File: src/rtl/pkg_audio.sv
// rtl/pkg_audio.sv - shared audio frame types and FIFO state encoding
package pkg_audio;

  localparam int FRAME_BITS = 32;

  typedef struct packed {
    logic [15:0] left;
    logic [15:0] right;
  } audio_frame_t;

  typedef enum logic {
    PRIME = 1'b0,
    RUN   = 1'b1
  } fifo_state_t;

endpackage

File: src/rtl/mod_pulse_sync.sv
// rtl/mod_pulse_sync.sv - two-flop synchronizer with rising-edge detect
module mod_pulse_sync (
  input  logic i_clk,
  input  logic i_rst,
  input  logic i_async,
  output logic o_pulse
);

  logic sync_1;
  logic sync_2;
  logic sync_prev;

  always_ff @(posedge i_clk or posedge i_rst) begin
    if (i_rst) begin
      sync_1    <= 1'b0;
      sync_2    <= 1'b0;
      sync_prev <= 1'b0;
    end else begin
      sync_1    <= i_async;
      sync_2    <= sync_1;
      sync_prev <= sync_2;
    end
  end

  // One cycle wide however long the async level stays high
  assign o_pulse = sync_2 & ~sync_prev;

endmodule

File: src/rtl/mod_dac_sample_fifo.sv
// rtl/mod_dac_sample_fifo.sv - priming sample FIFO feeding the DAC serializer
module mod_dac_sample_fifo
  import pkg_audio::*;
#(
  parameter int DEPTH       = 16,
  parameter int PRIME_LEVEL = 8
) (
  input  logic                    i_clk,
  input  logic                    i_rst,
  input  logic [FRAME_BITS-1:0]   i_wr_data,
  input  logic                    i_wr_valid,
  output logic                    o_wr_ready,
  input  logic                    i_dac_done,
  output logic [FRAME_BITS-1:0]   o_dac_data,
  output logic [$clog2(DEPTH):0]  o_level,
  output logic                    o_playing,
  output logic                    o_underrun,
  input  logic                    i_clr_underrun
);

  localparam int AW = $clog2(DEPTH);
  localparam int LW = AW + 1;

  audio_frame_t mem [DEPTH];
  audio_frame_t dac_data;
  logic [AW-1:0] wr_ptr;
  logic [AW-1:0] rd_ptr;
  logic [LW-1:0] level;
  logic [LW-1:0] level_next;
  fifo_state_t   state;
  fifo_state_t   state_next;
  logic          pop_req;
  logic          push;
  logic          pop;
  logic          underrun_ev;

  mod_pulse_sync u_done_sync (
    .i_clk   (i_clk),
    .i_rst   (i_rst),
    .i_async (i_dac_done),
    .o_pulse (pop_req)
  );

  assign o_wr_ready  = (level != LW'(DEPTH));
  assign push        = i_wr_valid && o_wr_ready;
  assign pop         = (state == RUN) && pop_req && (level != '0);
  assign underrun_ev = (state == RUN) && pop_req && (level == '0);

  always_comb begin
    level_next = level;
    if (push && !pop) begin
      level_next = level + LW'(1);
    end else if (!push && pop) begin
      level_next = level - LW'(1);
    end
  end

  // Priming looks at the post-push level so playback starts on the filling edge
  always_comb begin
    state_next = state;
    case (state)
      PRIME:   if (level_next >= LW'(PRIME_LEVEL)) state_next = RUN;
      RUN:     if (underrun_ev) state_next = PRIME;
      default: state_next = PRIME;
    endcase
  end

  always_ff @(posedge i_clk or posedge i_rst) begin
    if (i_rst) begin
      state <= PRIME;
    end else begin
      state <= state_next;
    end
  end

  always_ff @(posedge i_clk) begin
    if (push) begin
      mem[wr_ptr] <= i_wr_data;
    end
  end

  always_ff @(posedge i_clk or posedge i_rst) begin
    if (i_rst) begin
      wr_ptr     <= '0;
      rd_ptr     <= '0;
      level      <= '0;
      dac_data   <= '0;
      o_underrun <= 1'b0;
    end else begin
      level <= level_next;
      if (push) begin
        wr_ptr <= wr_ptr + AW'(1);
      end
      if (pop) begin
        dac_data <= mem[rd_ptr];
        rd_ptr   <= rd_ptr + AW'(1);
      end else if (underrun_ev) begin
        dac_data <= '0;
      end
      if (underrun_ev) begin
        o_underrun <= 1'b1;
      end else if (i_clr_underrun) begin
        o_underrun <= 1'b0;
      end
    end
  end

  assign o_dac_data = dac_data;
  assign o_level    = level;
  assign o_playing  = (state == RUN);

endmodule

File: config.mk
export PLATFORM = sky130hd
export DESIGN_NAME = mod_dac_sample_fifo
export DESIGN_NICKNAME = d
export VERILOG_FILES = /design/src/rtl/pkg_audio.sv /design/src/rtl/mod_pulse_sync.sv /design/src/rtl/mod_dac_sample_fifo.sv
export SDC_FILE = /design/constraint.sdc
export NUM_CORES = 1
export LEC_CHECK = 0
export CAP_MARGIN = 20
export CORE_ASPECT_RATIO = 0.75
export CORE_MARGIN = 10
export CORE_UTILIZATION = 40
export CTS_CLUSTER_DIAMETER = 120
export DETAILED_ROUTE_END_ITERATION = 16
export PLACE_DENSITY = 0.55
export SLEW_MARGIN = 10
export SYNTH_ARGS = -nofsm -noshare
export SYNTH_HDL_FRONTEND = slang
export SYNTH_SLANG_ARGS = --single-unit
export TNS_END_PERCENT = 1
File: constraint.sdc
create_clock -name i_clk -period 4.2 [get_ports i_clk]
set_clock_uncertainty 0.05 [all_clocks]
set_input_delay 0.84 -clock i_clk [delete_from_list [all_inputs] [get_ports i_clk]]
set_output_delay 0.84 -clock i_clk [all_outputs]
set_load 0.02 [all_outputs]
==> run summary, run 1 <==
outcome: finished clean
Sequential Power Share: 44.1%
CP top delay family: buffers and inverters
worst skew pair latency: 0.61 ns
RePlAce Congestion: 0.7490
Stages on worst setup path: 4
RSZ-0062 raised after global routing: no
post-route non-filler standard cell count: 1832
Comb pwr share: 27.6%
Worst IR Drop VDD: 356.5 µV
Worst Setup Slack, final: 1.147 ns
Post-Layout Inst Area: 25020 µm²
Placeable Area: 53160 µm²
post-CTS setup buffers: 0
Post-synth EDFFs: 512
Die Y-Extent: 221.0 µm
Setup violations, final: 0
Port Buf Inserts: 76
diode count: 0
P_sw: 4.874 mW
mean post-synth cell area: 22.44 µm²
post-route ant nets: 0
Layout area overhead: 16.13%
Hold Vio Cnt, Final: 0
Max-Cap Viols: 0
CTS Buf Count: 54
hold_buf cts: 0
static leakage: 8.242 nW
row cnt: 73
drt drc: 0
Seq cells post-synth: 562
top post-synthesis cells by area: edfxtp_1 (71%), mux4_2 (8.4%), mux4_1 (5.9%)
via count: 9951
Final Cycle Share: 72.69%
Least-Margin Pin Slew: 0.8963 ns
GRT overflow: 0
most frequent cell after synthesis: edfxtp_1
Power per Cell Area: 650.5 nW/µm²
Crit Path Class: reg -> out
initial antenna violation count: 0
CP endpoint kind: output pin
Worst Path Required: 3.31 ns
vias in the first global route: 10.53k
Root Driver: clkbuf_16
Fmax achieved: 0.3276 GHz
# IOs: 77
Post-CTS Resized: 0
critical path launch point type: register
Slew Limit Fails: 0
drt pass-1 iters: 5
Synth Net Count: 1004
sw frac: 29.95%
Commonest cells post-synth: edfxtp_1 (512), mux4_2 (80), a22oi_1 (64), dfrtp_1 (50), mux4_1 (48)
Worst R2R End: mem[9][23]
setup_tns: 0 ns
Syn. warnings: 0
drt total wl: 48210 µm
Rel. slew slack: 40.12%
ys async rst share: 8.897%
wire per inst: 26.32 µm
post-route minimum period: 3.053 ns
Clock Sink Count: 562
hold crit path type: reg -> reg
cell taking the most area after synthesis: edfxtp_1
internal cell power: 11.40 mW
ratio of cells with drive above 1 in the final layout: 19.29%
Clock Pin Slew Worst Setup and Hold Paths: 0.06 ns
R2R cell count: 7
worst path arrival time: 2.16 ns
cells along the critical path: inv_1, ha_1, nand4bb_1, clkdlybuf4s50_1
Fillers: 4411
Detailed Place HPWL: 28920 µm
CTS tree: built
post-synthesis sequential area ratio: 77.17%
dpl cell area: 23350 µm²
Die Wd: 288.0 µm
slowest CP cell: clkdlybuf4s50_1
cells after synthesis: 960
synth unique cells: 43
largest net degree at the start of global routing: 53
worst-path fanout max: 5
Clock Path Buffers: 3
placed cell count: 1730
first-pass GRT wire length: 71640 µm
Synth top area share: 71.36%
post-layout util: 47.07%
die area: 63640 µm²
Crit path largest cell delay: 0.64 ns
htree depth: 2
Critical Path Sink: o_wr_ready
DRT iter0 DRCs: 757
Vias/cell: 5.432
Primary FF master, synth: edfxtp_1
R2R Setup Slk: 1.35 ns
CP startpoint: o_level[0]
synthesized area: 21550 µm²
# nets final: 1118
Place WS: 0.8472 ns
FF-to-FF Start: o_level[0]
Starting Density: 40.53%
gr usage total: 15.13%
Crit path buffers/inverters: 2
Clk pwr share: 28.3%
==> how the worst min path moves through the flow <==
stage,startpoint,endpoint,slack [ns],cells after the start
finish,u_done_sync.sync_1,u_done_sync.sync_2,0.31,0
global route,u_done_sync.sync_1,u_done_sync.sync_2,0.31,0
CTS,u_done_sync.sync_1,u_done_sync.sync_2,0.30,0
detailed placement,u_done_sync.sync_1,u_done_sync.sync_2,0.29,0
global placement,u_done_sync.sync_1,u_done_sync.sync_2,0.29,0
floorplan,u_done_sync.sync_1,u_done_sync.sync_2,0.28,0
==> area by class of cell <==
cell class	instances	area (µm²)	share of cell area, %
Clock buffer	76	1495	5.976
Clock inverter	26	171.4	0.6851
Inverter	6	22.52	0.09001
Multi-Input combinational cell	338	4638	18.54
Sequential cell	562	16630	66.48
Tap cell	712	890.9	3.561
Timing Repair Buffer	112	1169	4.671
==> through the flow <==
stage | total power, mW | hold slack, ns
floorplan | 10.28 | 0.2812
global placement | 11.87 | 0.2913
detailed placement | 11.89 | 0.2904
CTS | 16.52 | 0.3038
global route | 17.04 | 0.3107
finish | 16.28 | 0.3057
==> cells in the final DEF, fill, tap and decap left out, types with 17 or more instances in the layout <==
| cell | Yosys | layout |
|---|---|---|
| edfxtp_1 | 512 | 512 |
| clkbuf_16 | 0 | 55 |
| clkdlybuf4s50_1 | 0 | 76 |
| buf_4 | 0 | 25 |
| dfrtp_1 | 50 | 48 |
| a22oi_1 | 64 | 64 |
| mux4_1 | 48 | 48 |
| a21o_1 | 32 | 32 |
| clkbuf_1 | 25 | 17 |
| a21oi_1 | 32 | 32 |
| mux4_2 | 80 | 80 |
==> layer usage <==
layer / up-vias / part of all wire (%) / global-route usage (%)
met5: - / 0 / 0
met4: 0 / 1.9 / 4.063
met3: 60 / 4.6 / 2.540
met2: 253 / 48 / 23.65
met1: 5314 / 46 / 21.68
li1: 4324 / - / -
==> state kept, by name (all words and copies together), names as in the netlist <==
signal                 cells
mem                      512
o_dac_data                32
o_level                    5
rd_ptr                     4
wr_ptr                     4
o_playing                  1
o_underrun                 1
u_done_sync.sync_1         1
u_done_sync.sync_2         1
u_done_sync.sync_prev      1
==> power by group through the flow <==
| stage | registers, mW | logic (mW) | clock network, mW |
|---|---|---|---|
| global route | 7.25 | 4.83 | 4.96 |
| global placement | 7.29 | 4.58 | 0 |
| floorplan | 7.33 | 2.96 | 0 |
| detailed placement | 7.30 | 4.59 | 0 |
| finish | 7.18 | 4.49 | 4.61 |
| CTS | 7.19 | 4.61 | 4.73 |
==> kinds of logic after synthesis <==
logic type | after synthesis | share of synthesized area (%)
compound gates | 138 | 4.454
xor+xnor | 10 | 0.4065
fa+ha+maj | 9 | 0.4994
buf+inv | 60 | 1.969
flops | 562 | 77.17
mux | 130 | 14.31
simple gates | 51 | 1.190
==> worst reg2reg max path, stage by stage (launching register included) <==
cell and delay [ns]:
dfrtp_1 0.43, inv_1 0.08, ha_1 0.24, nand4bb_1 0.18, and2_1 0.42, nand2_1 0.31
nor2_4 0.48, buf_4 0.34
Power figures use the tool's default switching activity.
==> run 2: changes to the inputs <==
- PLACE_DENSITY: 0.55 -> 0.53
- clock period: 4.2 -> 3.1 ns (I/O delays scaled with it)
==> run summary, run 2 (same netlist as run 1, synthesis figures left out) <==
ratio of cells with drive above 1 in the final layout: 22.47% (was 19.29%)
CP startpoint: o_level[0] (unchanged)
drt pass-1 iters: 7 (was 5)
Rel. slew slack: 40.65% (was 40.12%)
post-CTS setup buffers: 0 (unchanged)
initial antenna violation count: 0 (unchanged)
Hold Path Depth: 0 (unchanged)
worst hold start: u_done_sync.sync_1 (unchanged)
static leakage: 8.547 nW (was 8.242 nW)
outcome: finished clean (unchanged)
commonest non-fill, non-tap cells in the layout: edfxtp_1 (512), mux4_2 (80), clkdlybuf4s50_1 (76), a22oi_1 (64), clkbuf_16 (55) (unchanged)
dpl cell area: 23830 µm² (was 23350 µm²)
R2R Setup Slk: 0.65 ns (was 1.35 ns)
R2R cell count: 5 (was 7)
Largest Register: mem (unchanged)
Port Buf Inserts: 76 (unchanged)
Post-CTS Resized: 0 (unchanged)
drt total wl: 51560 µm (was 48210 µm)
Max-Cap Viols: 0 (unchanged)
htree depth: 2 (unchanged)
first-pass GRT wire length: 74750 µm (was 71640 µm)
vias in the first global route: 10.29k (was 10.53k)
RSZ-0062 raised after global routing: no (unchanged)
Clock Sink Count: 562 (unchanged)
hold_buf cts: 0 (unchanged)
# IOs: 77 (unchanged)
CTS tree: built (unchanged)
Clock Path Buffers: 3 (unchanged)
Worst R2R End: o_dac_data[11] (was mem[9][23])
Post-Layout Inst Area: 25710 µm² (was 25020 µm²)
critical path launch point type: register (unchanged)
row cnt: 73 (unchanged)
post-route minimum period: 2.887 ns
DRT iter0 DRCs: 1016 (was 757)
hold crit path type: reg -> reg (unchanged)
largest net degree at the start of global routing: 52 (was 53)
RePlAce Congestion: 0.7824 (was 0.7490)
Vias/cell: 5.541 (was 5.432)
post-layout util: 48.36% (was 47.07%)
worst skew pair latency: 0.61 ns (about the same)
gr usage total: 16.03% (was 15.13%)
diode count: 0 (unchanged)
wire per inst: 27.72 µm (was 26.32 µm)
# nets final: 1146 (was 1118)
Fmax achieved: 0.3463 GHz
worst hold slack: 0.3090 ns (was 0.3057 ns)
Die Y-Extent: 221.0 µm (unchanged)
worst-path fanout max: 5 (unchanged)
Setup violations, final: 0 (unchanged)
Slew Limit Fails: 0 (unchanged)
Root Driver: clkbuf_16 (unchanged)
Power per Cell Area: 906.3 nW/µm² (was 650.5 nW/µm²)
Placeable Area: 53160 µm² (unchanged)
GRT overflow: 0 (unchanged)
Layout area overhead: 19.32% (was 16.13%)
CTS Buf Count: 55 (was 54)
max FFs per register: 512 (unchanged)
worst path arrival time: 2.22 ns (was 2.16 ns)
Least-Margin Pin Slew: 0.8882 ns (was 0.8963 ns)
Die Wd: 288.0 µm (unchanged)
Worst IR Drop VDD: 540.2 µV (was 356.5 µV)
Clock Pin Slew Worst Setup and Hold Paths: 0.06 ns (about the same)
post-route ant nets: 0 (unchanged)
Final Cycle Share: 93.15%
Hold Crit Endpoint: u_done_sync.sync_2 (unchanged)
die area: 63640 µm² (unchanged)
Detailed Place HPWL: 32650 µm (was 28920 µm)
drt drc: 0 (unchanged)
commonest non-fill, non-tap cell in the layout: edfxtp_1 (unchanged)
Crit Path Class: reg -> out (unchanged)
CP endpoint kind: output pin (unchanged)
Worst Path Required: 2.43 ns (was 3.31 ns)
Hold Vio Cnt, Final: 0 (unchanged)
Starting Density: 40.53% (unchanged)
FF-to-FF Start: rd_ptr[2] (was o_level[0])
via count: 10.31k (was 9951)
==> run 2: cell type report <==
cell class | instances | area [µm²]
multi-input combinational | 338 | 4657
sequential | 562 | 16630
timing repair buffer | 139 | 1622
clock inverter | 38 | 439.2
fill | 4373 | 27450
tap | 712 | 890.9
clock buffer | 65 | 1444
inverter | 6 | 22.52
==> run 2: how the worst max path moves through the flow <==
stage	end	slack [ns]	cells past startpoint
after global routing	o_wr_ready	0.12	4
after CTS	o_wr_ready	0.19	4
after global placement	mem[3][24]	0.50	7
after floorplan	mem[15][0]	-0.35	7
final	o_wr_ready	0.21	4
after detailed placement	mem[0][18]	0.49	7
==> run 2: worst max-delay path: stages, from the launching register on <==
cell and delay (ns):
dfrtp_1 0.44, inv_1 0.08, ha_1 0.25, nand4bb_1 0.18, clkdlybuf4s50_1 0.66
==> run 2: routing by layer <==
| metal | GRT usage [%] | wire, µm |
|---|---|---|
| met1 | 25.68 | 25420 |
| met4 | 3.963 | 793 |
| met2 | 21.83 | 21840 |
| met5 | 0.9368 | 80 |
| met3 | 3.052 | 3434 |
==> run 2: power by group <==
part	switching, mW	leakage, nW	total [mW]	internal [mW]
clock	2.90	0.921	6.92	4.02
combinational	3.61	2.39	6.61	3.00
sequential	0.534	5.24	9.77	9.23
total	7.04	8.55	23.3	16.3
==> run 2: through the flow <==
step	setup WS (ns)	instances	total power, mW	setup TNS [ns]
after floorplan	-0.3496	960	13.94	-146.64
after global placement	0.4957	1757	16.59	0
after detailed placement	0.4868	1757	16.61	0
after CTS	0.1875	1860	23.58	0
after global routing	0.1224	1860	24.31	0
final	0.2125	1860	23.30	0
==> run 3: changes to the inputs <==
- CORE_UTILIZATION: 40 -> 47
- PLACE_DENSITY: 0.53 -> 0.61
- TNS_END_PERCENT: 1 -> 20
==> run summary, run 3 (same netlist as run 1, synthesis figures left out) <==
wire per inst: 26.58 µm (was 27.72 µm)
largest net degree at the start of global routing: 43 (was 52)
initial antenna violation count: 0 (unchanged)
Rel. slew slack: 53.12% (was 40.65%)
Clock Sink Count: 562 (unchanged)
Clock Path Buffers: 3 (unchanged)
max FFs per register: 512 (unchanged)
Die Wd: 267.2 µm (was 288.0 µm)
vias in the first global route: 10.34k (was 10.29k)
Comb pwr share: 27.5% (was 28.4%)
drt total wl: 45510 µm (was 51560 µm)
# IOs: 77 (unchanged)
placed cell count: 1619 (was 1757)
internal cell power: 15.53 mW (was 16.26 mW)
CP endpoint kind: output pin (unchanged)
outcome: finished clean (unchanged)
RePlAce Congestion: 0.7195 (was 0.7824)
RSZ-0062 raised after global routing: no (unchanged)
critical path launch point type: register (unchanged)
Hold Vio Cnt, Final: 0 (unchanged)
Setup violations, final: 0 (unchanged)
post-route non-filler standard cell count: 1712 (was 1860)
DRT iter0 DRCs: 799 (was 1016)
drt drc: 0 (unchanged)
Fillers: 3373 (was 4373)
Post-CTS Resized: 0 (unchanged)
CTS tree: built (unchanged)
Clk pwr share: 27.7% (was 29.7%)
worst skew pair latency: 0.57 ns (was 0.61 ns)
Final Cycle Share: 90.57% (was 93.15%)
Max-Cap Viols: 0 (unchanged)
post-route minimum period: 2.808 ns (was 2.887 ns)
GRT overflow: 0 (unchanged)
Sequential Power Share: 44.8% (was 41.9%)
Slew Limit Fails: 0 (unchanged)
P_sw: 6.340 mW (was 7.042 mW)
die area: 54890 µm² (was 63640 µm²)
Largest Register: mem (unchanged)
htree depth: 2 (unchanged)
worst hold slack: 0.3053 ns (was 0.3090 ns)
post-route ant nets: 0 (unchanged)
drt pass-1 iters: 5 (was 7)
Port Buf Inserts: 76 (unchanged)
Pwr Total: 21.87 mW (was 23.30 mW)
row cnt: 67 (was 73)
commonest non-fill, non-tap cell in the layout: edfxtp_1 (unchanged)
worst-path fanout max: 5 (unchanged)
Least-Margin Pin Slew: 0.6855 ns (was 0.8882 ns)
commonest non-fill, non-tap cells in the layout: edfxtp_1 (512), mux4_2 (80), clkdlybuf4s50_1 (76), a22oi_1 (64), clkbuf_16 (53) (was edfxtp_1 (512), mux4_2 (80), clkdlybuf4s50_1 (76), a22oi_1 (64), clkbuf_16 (55))
# nets final: 1131 (was 1146)
Layout area overhead: 15.75% (was 19.32%)
Worst Path Required: 2.43 ns (about the same)
first-pass GRT wire length: 68570 µm (was 74750 µm)
sw frac: 28.99% (was 30.22%)
Worst IR Drop VDD: 503.6 µV (was 540.2 µV)
hold crit path type: reg -> reg (unchanged)
via count: 9988 (was 10.31k)
Crit Path Class: reg -> out (unchanged)
Clock Pin Slew Worst Setup and Hold Paths: 0.06 ns (about the same)
Root Driver: clkbuf_16 (unchanged)
gr usage total: 16.77% (was 16.03%)
worst path arrival time: 2.14 ns (was 2.22 ns)
Fmax achieved: 0.3562 GHz (was 0.3463 GHz)
Die Y-Extent: 205.4 µm (was 221.0 µm)
ratio of cells with drive above 1 in the final layout: 19.80% (was 22.47%)
static leakage: 8.293 nW (was 8.547 nW)
CTS Buf Count: 52 (was 55)
Detailed Place HPWL: 26980 µm (was 32650 µm)
diode count: 0 (unchanged)
Vias/cell: 5.834 (was 5.541)
Placeable Area: 45020 µm² (was 53160 µm²)
hold_buf cts: 0 (unchanged)
Power per Cell Area: 877.0 nW/µm² (was 906.3 nW/µm²)
Starting Density: 47.86% (was 40.53%)
post-CTS setup buffers: 0 (unchanged)
[run 3: cell count changes in the layout (fill, tap and decap cells not counted), sizes merged]
cell / change
inv: -4
clkinvlp: -3
buf: -12
clkbuf: +11
clkinv: -8
bufinv: -6
[run 3: worst max-delay path: stages, from the launching register on]
cell and delay (ns):
dfrtp_1 0.43, inv_1 0.08, ha_1 0.24, nand4bb_1 0.18
clkdlybuf4s50_1 0.64
[run 3: through the flow]
step                      cell area (µm²)  TNS [ns]  utilization, %  worst slack [ns]
after floorplan                     21570   -146.64               -           -0.3496
after global placement              23340         0           51.85            0.2524
after detailed placement            23340         0           51.85            0.2350
after CTS                           24940         0           55.40            0.2595
after global routing                24940         0           55.40            0.1932
final                               24940         0           55.40            0.2923
[run 3: power by group through the flow]
| stage | Sequential, mW | Clock [mW] | Combinational, mW |
|---|---|---|---|
| after floorplan | 9.92 | 0 | 4.01 |
| after global placement | 9.93 | 0 | 6.10 |
| after detailed placement | 9.96 | 0 | 6.14 |
| after CTS | 9.81 | 6.20 | 6.16 |
| after global routing | 9.89 | 6.53 | 6.46 |
| final | 9.79 | 6.06 | 6.02 |
[run 3: per-layer routing]
layer	part of all wire, %	routed length (µm)	GRT usage [%]	vias to the layer above
met3	4.1	1877	2.624	65
li1	-	-	-	4340
met5	0	0	0	-
met1	45	20360	23.60	5364
met4	1.8	827	4.030	0
met2	49	22440	27.26	219
[run 3: worst paths after layout]
path / start / end / slack, ns / cells past startpoint
max: o_level[0] / o_wr_ready / 0.29 / 4
min: u_done_sync.sync_1 / u_done_sync.sync_2 / 0.31 / 0
max reg2reg: o_level[0] / mem[9][28] / 0.48 / 7
min reg2reg: u_done_sync.sync_1 / u_done_sync.sync_2 / 0.31 / 0
max in group asynchronous: i_rst / rd_ptr[2] / 1.94 / 3
min in group asynchronous: i_rst / o_dac_data[10] / 0.42 / 2
[run 3: layout make-up]
class                      count  area (µm²)  share of cell area, %
tap                          586       733.2                  2.940
multi-input combinational    338        4657                  18.67
inverter                       6       22.52                0.09031
sequential                   562       16630                  66.70
timing repair buffer         127        1294                  5.188
clock inverter                17       126.4                 0.5067
clock buffer                  76        1473                  5.905
